`config.mk`:
```
export PLATFORM = sky130hd
export DESIGN_NAME = slot_rom_arbiter
export DESIGN_NICKNAME = d
export VERILOG_FILES = /design/src/rtl/slot_rom_arbiter.sv
export SDC_FILE = /design/constraint.sdc
export NUM_CORES = 1
export LEC_CHECK = 0
export ABC_AREA = 1
export ABC_CLOCK_PERIOD_IN_PS = 1700
export CAP_MARGIN = 30
export CORE_AREA = 8 8 59 61
export CTS_CLUSTER_DIAMETER = 150
export DETAILED_ROUTE_END_ITERATION = 8
export DIE_AREA = 0 0 67 69
export PLACE_DENSITY = 0.81
export RECOVER_POWER = 25
export SYNTH_ARGS = -nofsm -noshare
export SYNTH_HDL_FRONTEND = slang
export SYNTH_SLANG_ARGS = --single-unit
```
`constraint.sdc`:
```
create_clock -name CLK_14M -period 1.7 [get_ports CLK_14M]
set_clock_uncertainty 0.15 [all_clocks]
set_input_delay 0.34 -clock CLK_14M [delete_from_list [all_inputs] [get_ports CLK_14M]]
set_output_delay 0.34 -clock CLK_14M [all_outputs]
set_load 0.01 [all_outputs]
```
`src/rtl/slot_rom_arbiter.sv`:
```
`default_nettype none
// ============================================================================
//  Module      : slot_rom_arbiter
//  Description : Apple II peripheral ROM arbiter. Decodes the per-slot Cnxx
//                pages and the shared $C800-$CFFF expansion window, tracks
//                which slot card owns the expansion window, and holds the
//                INTCXROM / SLOTC3ROM / INTC8ROM soft switches.
//  Ports       : CLK_14M, RESET (sync, active-high), BUS_CE (one pulse per
//                6502 cycle), ADDRESS[15:0], RW_N (1 = read)
//                IO_SELECT_N[6:0]     active-low Cnxx select, bit k = slot k+1
//                DEVICE_SELECT_N[6:0] active-low $C0n0-$C0nF select
//                IO_STROBE_N          active-low, $C800-$CFFF routed to slots
//                SLOT_ROM_EN[6:0]     one-hot current expansion ROM owner
//                C8_OWNER[2:0]        0 = none, 1-7 = owning slot
//                INT_ROM_SEL          current address served by internal ROM
//                INTCXROM, SLOTC3ROM, INTC8ROM  soft-switch state
//  Revision    : 1.0  initial release
// ============================================================================
module slot_rom_arbiter #(
    parameter logic RESET_SLOTC3ROM = 1'b0
) (
    input  logic        CLK_14M,
    input  logic        RESET,
    input  logic        BUS_CE,
    input  logic [15:0] ADDRESS,
    input  logic        RW_N,
    output logic [6:0]  IO_SELECT_N,
    output logic [6:0]  DEVICE_SELECT_N,
    output logic        IO_STROBE_N,
    output logic [6:0]  SLOT_ROM_EN,
    output logic [2:0]  C8_OWNER,
    output logic        INT_ROM_SEL,
    output logic        INTCXROM,
    output logic        SLOTC3ROM,
    output logic        INTC8ROM
);

    logic [2:0] r_c8_owner;
    logic [6:0] r_slot_rom_en;
    logic       r_intcxrom;
    logic       r_slotc3rom;
    logic       r_intc8rom;

    logic       w_cn_page;
    logic [2:0] w_cn_num;
    logic       w_cn_routed;
    logic       w_c3_internal;
    logic       w_c8_page;
    logic       w_c8_routed;
    logic [6:0] w_sel_onehot;

    // $C100-$C7FF: top five bits 11000 and a nonzero slot number
    assign w_cn_num    = ADDRESS[10:8];
    assign w_cn_page   = (ADDRESS[15:11] == 5'b11000) && (w_cn_num != 3'd0);
    assign w_cn_routed = w_cn_page && !r_intcxrom &&
                         !((w_cn_num == 3'd3) && !r_slotc3rom);
    // Slot 3 page served internally, whichever switch caused it
    assign w_c3_internal = w_cn_page && (w_cn_num == 3'd3) && !w_cn_routed;

    assign w_c8_page   = (ADDRESS[15:11] == 5'b11001);
    assign w_c8_routed = w_c8_page && !r_intcxrom && !r_intc8rom;

    genvar k;
    generate
        for (k = 0; k < 7; k++) begin : g_slot
            assign w_sel_onehot[k]    = w_cn_routed && (w_cn_num == 3'(k + 1));
            assign DEVICE_SELECT_N[k] = ~(ADDRESS[15:4] == 12'(12'hC09 + k));
        end
    endgenerate

    assign IO_SELECT_N = ~w_sel_onehot;
    assign IO_STROBE_N = ~w_c8_routed;
    assign INT_ROM_SEL = (w_cn_page && !w_cn_routed) || (w_c8_page && !w_c8_routed);

    // SLOT_ROM_EN is kept as its own register so cards see a clean enable
    // that never glitches while ADDRESS settles.
    assign SLOT_ROM_EN = r_slot_rom_en;
    assign C8_OWNER    = r_c8_owner;
    assign INTCXROM    = r_intcxrom;
    assign SLOTC3ROM   = r_slotc3rom;
    assign INTC8ROM    = r_intc8rom;

    always_ff @(posedge CLK_14M) begin
        if (RESET) begin
            r_c8_owner    <= 3'd0;
            r_slot_rom_en <= 7'd0;
            r_intcxrom    <= 1'b0;
            r_slotc3rom   <= RESET_SLOTC3ROM;
            r_intc8rom    <= 1'b0;
        end else if (BUS_CE) begin
            // Soft switches respond to writes only
            if (!RW_N) begin
                case (ADDRESS)
                    16'hC006: r_intcxrom  <= 1'b0;
                    16'hC007: r_intcxrom  <= 1'b1;
                    16'hC00A: r_slotc3rom <= 1'b0;
                    16'hC00B: r_slotc3rom <= 1'b1;
                    default:  ;
                endcase
            end
            // Ownership follows any access type; $CFFF release has priority
            if (ADDRESS == 16'hCFFF) begin
                r_c8_owner    <= 3'd0;
                r_slot_rom_en <= 7'd0;
                r_intc8rom    <= 1'b0;
            end else if (w_cn_routed) begin
                r_c8_owner    <= w_cn_num;
                r_slot_rom_en <= w_sel_onehot;
                r_intc8rom    <= 1'b0;
            end else if (w_c3_internal) begin
                r_c8_owner    <= 3'd0;
                r_slot_rom_en <= 7'd0;
                r_intc8rom    <= 1'b1;
            end
        end
    end

endmodule
`default_nettype wire

```
# Word-level counts from Yosys, hierarchy flattened
# Index checks and enable logic that the tools add are counted.
[totals]
regBits = 13
input_bits = 20
output_inout_bits = 29
elab_cells = 78
[op_classes]
n_eq_ne = 21
mux = 11
bitwise_logic = 10
reduce_logical = 31
[op_table]
columns = ["op", "n"]
rows = [
  ["$eq 12x12->1 const B", 7],
  ["$eq 16x16->1 const B", 5],
  ["$mux 7", 3],
  ["$logic_and 1x1->1", 17],
  ["$eq 3x3->1 const B", 4],
  ["$eq 5x5->1 const B", 2],
  ["$mux 3", 3],
  ["$not 1->1", 9],
  ["$not 7->7", 1],
  ["$eq 3x2->1 const B", 2],
  ["$logic_not 1->1", 6],
  ["$reduce_and 3->1", 2],
  ["$reduce_bool 3->1", 2],
  ["$pmux 1 s2", 2],
  ["$reduce_bool 2->1", 2],
  ["$eq 3x1->1 const B", 1],
  ["$mux 1", 3],
  ["$reduce_and 2->1", 1],
  ["$logic_or 1x1->1", 1],
]

# Longest topological paths before layout
# Gate-level depths: netlist of the first run.
[logic_depth]
depth_word = 9
mapped_depth = 10
ltp_nobuf = 9

# Worst setup path after synthesis of the first run
# No wires, ideal clock.
[synth_path]
path_type = "input to output"
start = "in ADDRESS[12]"
end = "out DEVICE_SELECT_N[3]"
t_arrival_ns = 1.190
path_slack_ns = 0.020
stages = 6
cell_sequence = "nor2_2 nand3_2 nor3_2 nand2_1 nor2_1 nand3_1"
[synth_via]
elab_chain_len = 2
[synth_rtl]
columns = ["item", "line", "rtl"]
rows = [
  ["from (decl)", "25", "input logic [15:0] ADDRESS,"],
  ["$eq 12x12->1", "67", "assign DEVICE_SELECT_N[k] = ~(ADDRESS[15:4] == 12'(12'hC09 + k));"],
  ["$not 1->1", "67", ""],
  ["to (decl)", "28", "output logic [6:0] DEVICE_SELECT_N,"],
]
# Every way passes these cells.

# Worst setup path in the final report of the first run
[layout_path]
start = "in ADDRESS[9]"
end = "out DEVICE_SELECT_N[0]"
# The elaborated chain is that of the path after synthesis.

==> results of run 1 <==
==> area by class of cell <==
class	instances	area, µm²
inverter	19	75.1
timing repair buffer	92	779
multi-input combinational	112	714
tap	31	38.8
sequential	13	262
clock buffer	4	26.3
fill	198	719
==> worst max-delay path, stage by stage <==
cell and delay, ns:
sky130_fd_sc_hd__buf_2 0.14, sky130_fd_sc_hd__inv_2 0.08, sky130_fd_sc_hd__nand2_4 0.08, sky130_fd_sc_hd__nor3_4 0.19
sky130_fd_sc_hd__nand2_2 0.10, sky130_fd_sc_hd__nor2_2 0.13, sky130_fd_sc_hd__buf_6 0.12, sky130_fd_sc_hd__nand3_2 0.06
sky130_fd_sc_hd__buf_6 0.13
==> through the flow <==
step           setup WS [ns]  hold WS [ns]  instance area, µm²  util, %
2_1_floorplan         0.0203         0.353                 951        -
3_3_place_gp          -0.841         0.310                1650     63.0
3_5_place_dp          -0.881         0.317                1650     63.0
4_1_cts               -0.190         0.309                1780     68.0
5_1_grt               -0.207         0.382                1900     72.5
6_report              -0.159         0.339                1900     72.5
==> layout by cell type, fill, tap and decap left out, types with 11 or more instances in the layout <==
cell type	n
sky130_fd_sc_hd__a21oi_1	11
sky130_fd_sc_hd__buf_2	13
sky130_fd_sc_hd__buf_4	38
sky130_fd_sc_hd__buf_6	16
sky130_fd_sc_hd__clkdlybuf4s50_1	17
sky130_fd_sc_hd__dfxtp_1	12
sky130_fd_sc_hd__inv_1	12
sky130_fd_sc_hd__nand2_1	26
sky130_fd_sc_hd__nand3_1	17
sky130_fd_sc_hd__nor2_1	18
==> routing by layer <==
layer / vias to the layer above / routed length (µm)
li1: 680 / -
met1: 598 / 1470
met2: 61 / 1850
met3: 7 / 365
met4: 0 / 82
met5: - / 0
==> worst paths after layout <==
check / endpoint / cells after the start / start
worst max register to register: SLOT_ROM_EN[1] / 10 / SLOTC3ROM
worst min register to register: SLOT_ROM_EN[0] / 2 / SLOT_ROM_EN[0]
worst max-delay path: DEVICE_SELECT_N[0] / 9 / ADDRESS[9]
worst min-delay path: SLOT_ROM_EN[0] / 2 / SLOT_ROM_EN[0]
==> sequential cells by signal, indices dropped and copies added (netlist names) <==
register / cells
C8_OWNER: 3
INTCXROM: 1
SLOT_ROM_EN: 7
SLOTC3ROM: 1
INTC8ROM: 1
==> what timing repair did <==
action	CTS	global route
endpoints found under the setup margin	30	30
buffers inserted	8	7
pin swaps	13	9
cloned	3	0
gates resized for setup	122	27
==> power by group through the flow <==
| stage | sequential (µW) | combinational [µW] | clock [µW] |
|---|---|---|---|
| 2_1_floorplan | 318 | 69.8 | 0 |
| 3_3_place_gp | 316 | 168 | 0 |
| 5_1_grt | 310 | 212 | 222 |
| 3_5_place_dp | 316 | 170 | 0 |
| 4_1_cts | 309 | 181 | 207 |
| 6_report | 309 | 199 | 207 |
==> cell families (layout without fill, tap and decap cells) <==
family / after synthesis / count (layout) / share of synthesized area [%]
and+or+nand+nor: 94 / 97 / 50.5
buffers and inverters: 26 / 115 / 13.4
DFF: 13 / 13 / 27.4
AOI/OAI and AO/OA: 15 / 15 / 8.68
==> out/results.md, run 1 <==
## Timing
- count of final setup violators: 22
- clock period minus worst slack: 1.86 ns
- timing-limited maximum frequency: 0.538 GHz
- count of final max-slew check failures: 0
- period utilisation layout: 109%
- final hold vios: 0
- transition time of the tightest slew-check pin: 0.340 ns
- worst setup slack after layout: -0.159 ns
- max_slew headroom: 77.3%
- Fin Setup TNS: -1.47 ns
- unrepaired setup endpoints after global routing: true

## Clock network
- clock sink total: 13
- number of hold buffers added after cts: 0
- TritonCTS clock tree: yes
- clock root buffer: sky130_fd_sc_hd__clkbuf_4
- Inserted Clock Buffers: 3
- Clock transition at path regs: 0.08 ns
- clock latency at the later pin of the worst-skew pair: 0.29 ns
- Clock Path Buffers: 2
- total number of H-tree levels: 1

## Cells and area
- Final #Nets: 261
- # diodes: 0
- synth-to-layout area growth: 99.3%
- Layout Cells excl Fill: 271
- share of final-layout standard cells stronger than drive strength 1: 45.4%

## Floorplan
- initial core utilization: 36.4%
- die footprint: 4620 µm²
- Std-Cell Core Area: 2620 µm²
- I/O pin count: 49
- die span in y: 69 µm
- die span in x: 67 µm
- Core Rows: 19

## Power
- peak ir drop on the vdd network: 0.000367 V
- fraction of power consumed by the clock network: 29.0%
- Sw Pwr: 219 µW
- internal power summed over all cells: 496 µW
- Final Total Pwr: 715 µW
- leakage power total: 0.000889 µW
- switching share of total power: 30.7%
- Sequential Power Share: 43.2%
- ratio of total power to cell area: 377 nW/µm²
- fraction of power consumed by combinational cells: 27.8%

## Critical path
- kind of capture point of the worst setup path: primary output
- biggest fanout along the worst timing path: 4
- arrival time of data at the critical path endpoint: 1.37 ns
- critical path type: in2out
- Critical Path RT: 1.21 ns
- setup slack of the most critical reg-to-reg path: 0.05 ns
- startpoint class of the critical path: primary input

## Global route
- GR Util met2: 23.9%
- antenna violations before repair: 0
- GR Util met3: 4.68%
- largest net degree at the start of global routing: 23
- number of global-route vias before repair: 1323
- routing usage on met1: 17.2%
- total overflow reported by the global router: 0
- GR peak layer: met2
- global-route wire length before repair: 5.67 mm
- GRT Resource Usage Total: 15.0%

## Drt
- detailed router's first-iteration violation count: 89
- Via Count: 1346
- average wire length per cell after detail routing: 13.9 µm
- detail-routed via count per cell: 4.97
- TritonRoute pass-1 iters: 4
- total wire length after detailed routing: 3.77 mm
- ANT nets after route: 0
- Remaining DRCs: 0

## Yosys
- cell taking the most area after synthesis: sky130_fd_sc_hd__dfxtp_1
- post-synthesis instance total: 148
- count of different cell masters after synthesis: 25
- number of warning messages in the yosys log: 0
- most used flip-flop cell after synthesis: sky130_fd_sc_hd__dfxtp_1
- number of enable flip-flop cells after synthesis: 0
- top cell type's share of synthesized area: 27.4%
- Post-synth ARST share: 0%
- synthesized area divided by synthesized cell count: 6.43 µm²
- sequential-to-total area share from yosys stat: 27.4%
- top cell types by occurrence after synthesis: sky130_fd_sc_hd__nand2_1, sky130_fd_sc_hd__nand3_1, sky130_fd_sc_hd__nor2_1
- most frequent cell after synthesis: sky130_fd_sc_hd__nand2_1
- summed instance area of the synthesized netlist: 951 µm²
- biggest area contributors in the synthesized netlist: sky130_fd_sc_hd__dfxtp_1, sky130_fd_sc_hd__nand3_1, sky130_fd_sc_hd__nand2_1
- post-synth net total: 168
- number of register bits inferred by synthesis: 13

## Min path
- path class of the lowest-slack min-delay path: reg2reg

## Place
- HPWL after DPL: 2.29 mm
- placed cells: 251
- routability-driven placement congestion ratio: 0.863
- IO Port Bufs: 48

## Outcome
- status: finished with violations
- failing checks: negative setup slack

## Run
- maxcap violations: 0

Power figures use the tool's default switching activity.
==> run 2: changes to the inputs <==
Settings changed: TNS_END_PERCENT set to 50.
==> run 2 against run 1 <==
The flow still finishes with violations (negative setup slack). Non-clock buffer count fell by 3. Register-to-register slack improved by 0.11 ns. Via count increased by 1.3%. Flip-flop and latch count did not move. Clock power about the same. Sequential share of layout area rose by 0.25 points. Clock-buffer cell count unchanged. Worst setup slack worse by 0.0014 ns. Power down 0.65%. Die area did not move. Utilization shrank 1.6 points. Combinational power is essentially flat. Critical endpoint unchanged. Largest cell class unchanged. Largest power group unchanged. Highest routed layer unchanged.
==> out/results.md, run 2 (synthesis results as in run 1) <==
## Power
- ratio of total power to cell area: 383 nW/µm²
- leakage power total: 0.000865 µW
- Final Total Pwr: 711 µW
- peak ir drop on the vdd network: 0.000352 V

## Cells and area
- most common library cell in the layout ignoring fill and taps: sky130_fd_sc_hd__buf_4
- # diodes: 0
- synth-to-layout area growth: 94.9%
- final-layout fill cell count: 213
- share of final-layout standard cells stronger than drive strength 1: 44.7%
- sequential cell area: 260 µm²
- commonest cells after routing, fill and taps aside: sky130_fd_sc_hd__buf_4, sky130_fd_sc_hd__nand2_1, sky130_fd_sc_hd__nand3_1, sky130_fd_sc_hd__nor2_1, sky130_fd_sc_hd__clkdlybuf4s50_1
- Final #Nets: 258
- max FFs per register: 7
- area of combinational cells with multiple inputs: 709 µm²

## Drt
- ANT nets after route: 0
- total wire length after detailed routing: 3.75 mm
- TritonRoute pass-1 iters: 4
- Remaining DRCs: 0
- detailed router's first-iteration violation count: 98
- Via Count: 1363
- detail-routed via count per cell: 5.09
- average wire length per cell after detail routing: 14.0 µm

## Critical path
- kind of capture point of the worst setup path: primary output
- arrival time of data at the critical path endpoint: 1.37 ns
- biggest fanout along the worst timing path: 4
- startpoint class of the critical path: primary input
- critical path type: in2out
- Critical Path RT: 1.21 ns

## Timing
- transition time of the tightest slew-check pin: 0.242 ns
- count of final max-slew check failures: 0
- count of final setup violators: 15
- period utilisation layout: 109%
- final hold vios: 0
- Post-Route Hold Slack: 0.327 ns
- worst setup slack after layout: -0.161 ns
- max_slew headroom: 83.8%
- clock period minus worst slack: 1.86 ns
- timing-limited maximum frequency: 0.537 GHz
- unrepaired setup endpoints after global routing: true

## Clock network
- clock root buffer: sky130_fd_sc_hd__clkbuf_4
- total number of H-tree levels: 1
- Clock Path Buffers: 2
- Clock transition at path regs: 0.09 ns
- clock sink total: 13
- TritonCTS clock tree: yes
- Inserted Clock Buffers: 3
- clock latency at the later pin of the worst-skew pair: 0.29 ns

## Global route
- number of global-route vias before repair: 1274
- antenna violations before repair: 0
- global-route wire length before repair: 5.38 mm
- total overflow reported by the global router: 0
- GRT Resource Usage Total: 14.2%
- largest net degree at the start of global routing: 23

## Outcome
- failing checks: negative setup slack
- status: finished with violations

## Floorplan
- initial core utilization: 36.4%
- Std-Cell Core Area: 2620 µm²
- die span in x: 67 µm
- die span in y: 69 µm
- I/O pin count: 49
- Core Rows: 19
- die footprint: 4620 µm²

## Place
- HPWL after DPL: 2.29 mm
- routability-driven placement congestion ratio: 0.863
- IO Port Bufs: 48

## Min path
- path class of the lowest-slack min-delay path: in2reg

## Run
- maxcap violations: 0

run 2: changes by cell type in the layout (fill, tap and decap cells not counted), sizes merged:
cell,before,now
clkdlybuf4s50,17,16
dlymetal6s2s,3,1
dlygate4sd2,3,5
clkdlybuf4s15,0,1
buf,67,64
clkinvlp,1,0
inv,18,19
run 2: area by class of cell:
class,count,share of cell area (%)
sequential,13,14.0
tap,31,2.09
inverter,19,3.85
timing repair buffer,89,40.3
clock buffer,4,1.42
multi-input combinational,112,38.3
run 2: path summary, 6_finish.rpt:
check	end	slack, ns	depth (start not counted)	startpoint
min	C8_OWNER[1]	0.33	5	ADDRESS[9]
max	DEVICE_SELECT_N[0]	-0.16	9	ADDRESS[9]
max reg2reg	SLOT_ROM_EN[1]	0.16	9	SLOTC3ROM
min reg2reg	C8_OWNER[1]	0.34	2	C8_OWNER[1]
run 2: metrics by stage:
step / utilization (%) / TNS, ns / cell area (µm²) / std cells / worst slack [ns]
floorplan: - / 0 / 951 / 148 / 0.0203
global placement: 63.0 / -18.31 / 1650 / 251 / -0.841
detailed placement: 63.0 / -19.34 / 1650 / 251 / -0.881
CTS: 66.5 / -1.62 / 1740 / 264 / -0.189
global route: 70.9 / -2.16 / 1850 / 268 / -0.204
finish: 70.9 / -1.48 / 1850 / 268 / -0.161
run 2: what timing repair did:
action | in CTS | in global routing
gates cloned | 1 | 2
hold buffers | 0 | 0
resized for setup | 122 | 23
pin swaps | 14 | 10
endpoints found under the setup margin | 30 | 28
setup buffers | 8 | 4
run 2: worst max-delay path, stage by stage:
cell	delay, ns
sky130_fd_sc_hd__buf_2	0.13
sky130_fd_sc_hd__inv_2	0.08
sky130_fd_sc_hd__nand2_4	0.07
sky130_fd_sc_hd__nor3_4	0.19
sky130_fd_sc_hd__nand2_2	0.10
sky130_fd_sc_hd__nor2_2	0.13
sky130_fd_sc_hd__buf_6	0.12
sky130_fd_sc_hd__nand3_2	0.06
sky130_fd_sc_hd__buf_6	0.13
run 2: power by group:
part | internal, µW | switching [µW]
clock network | 91.4 | 114
registers | 308 | 1.64
logic | 93.7 | 103
total | 493 | 218
run 2: layer usage:
| layer | vias up | GRT usage, % | share of wire [%] |
|---|---|---|---|
| li1 | 669 | - | - |
| met1 | 599 | 16.2 | 38 |
| met2 | 86 | 23.3 | 49 |
| met3 | 9 | 4.04 | 11 |
| met4 | 0 | 6.51 | 2.4 |
| met5 | - | 0 | 0 |
==> run 3: changes to the inputs <==
Settings changed: CAP_MARGIN 30 to unset.
==> results of run 3 <==
The final DEF is identical to that of run 2; final timing and power are the same.
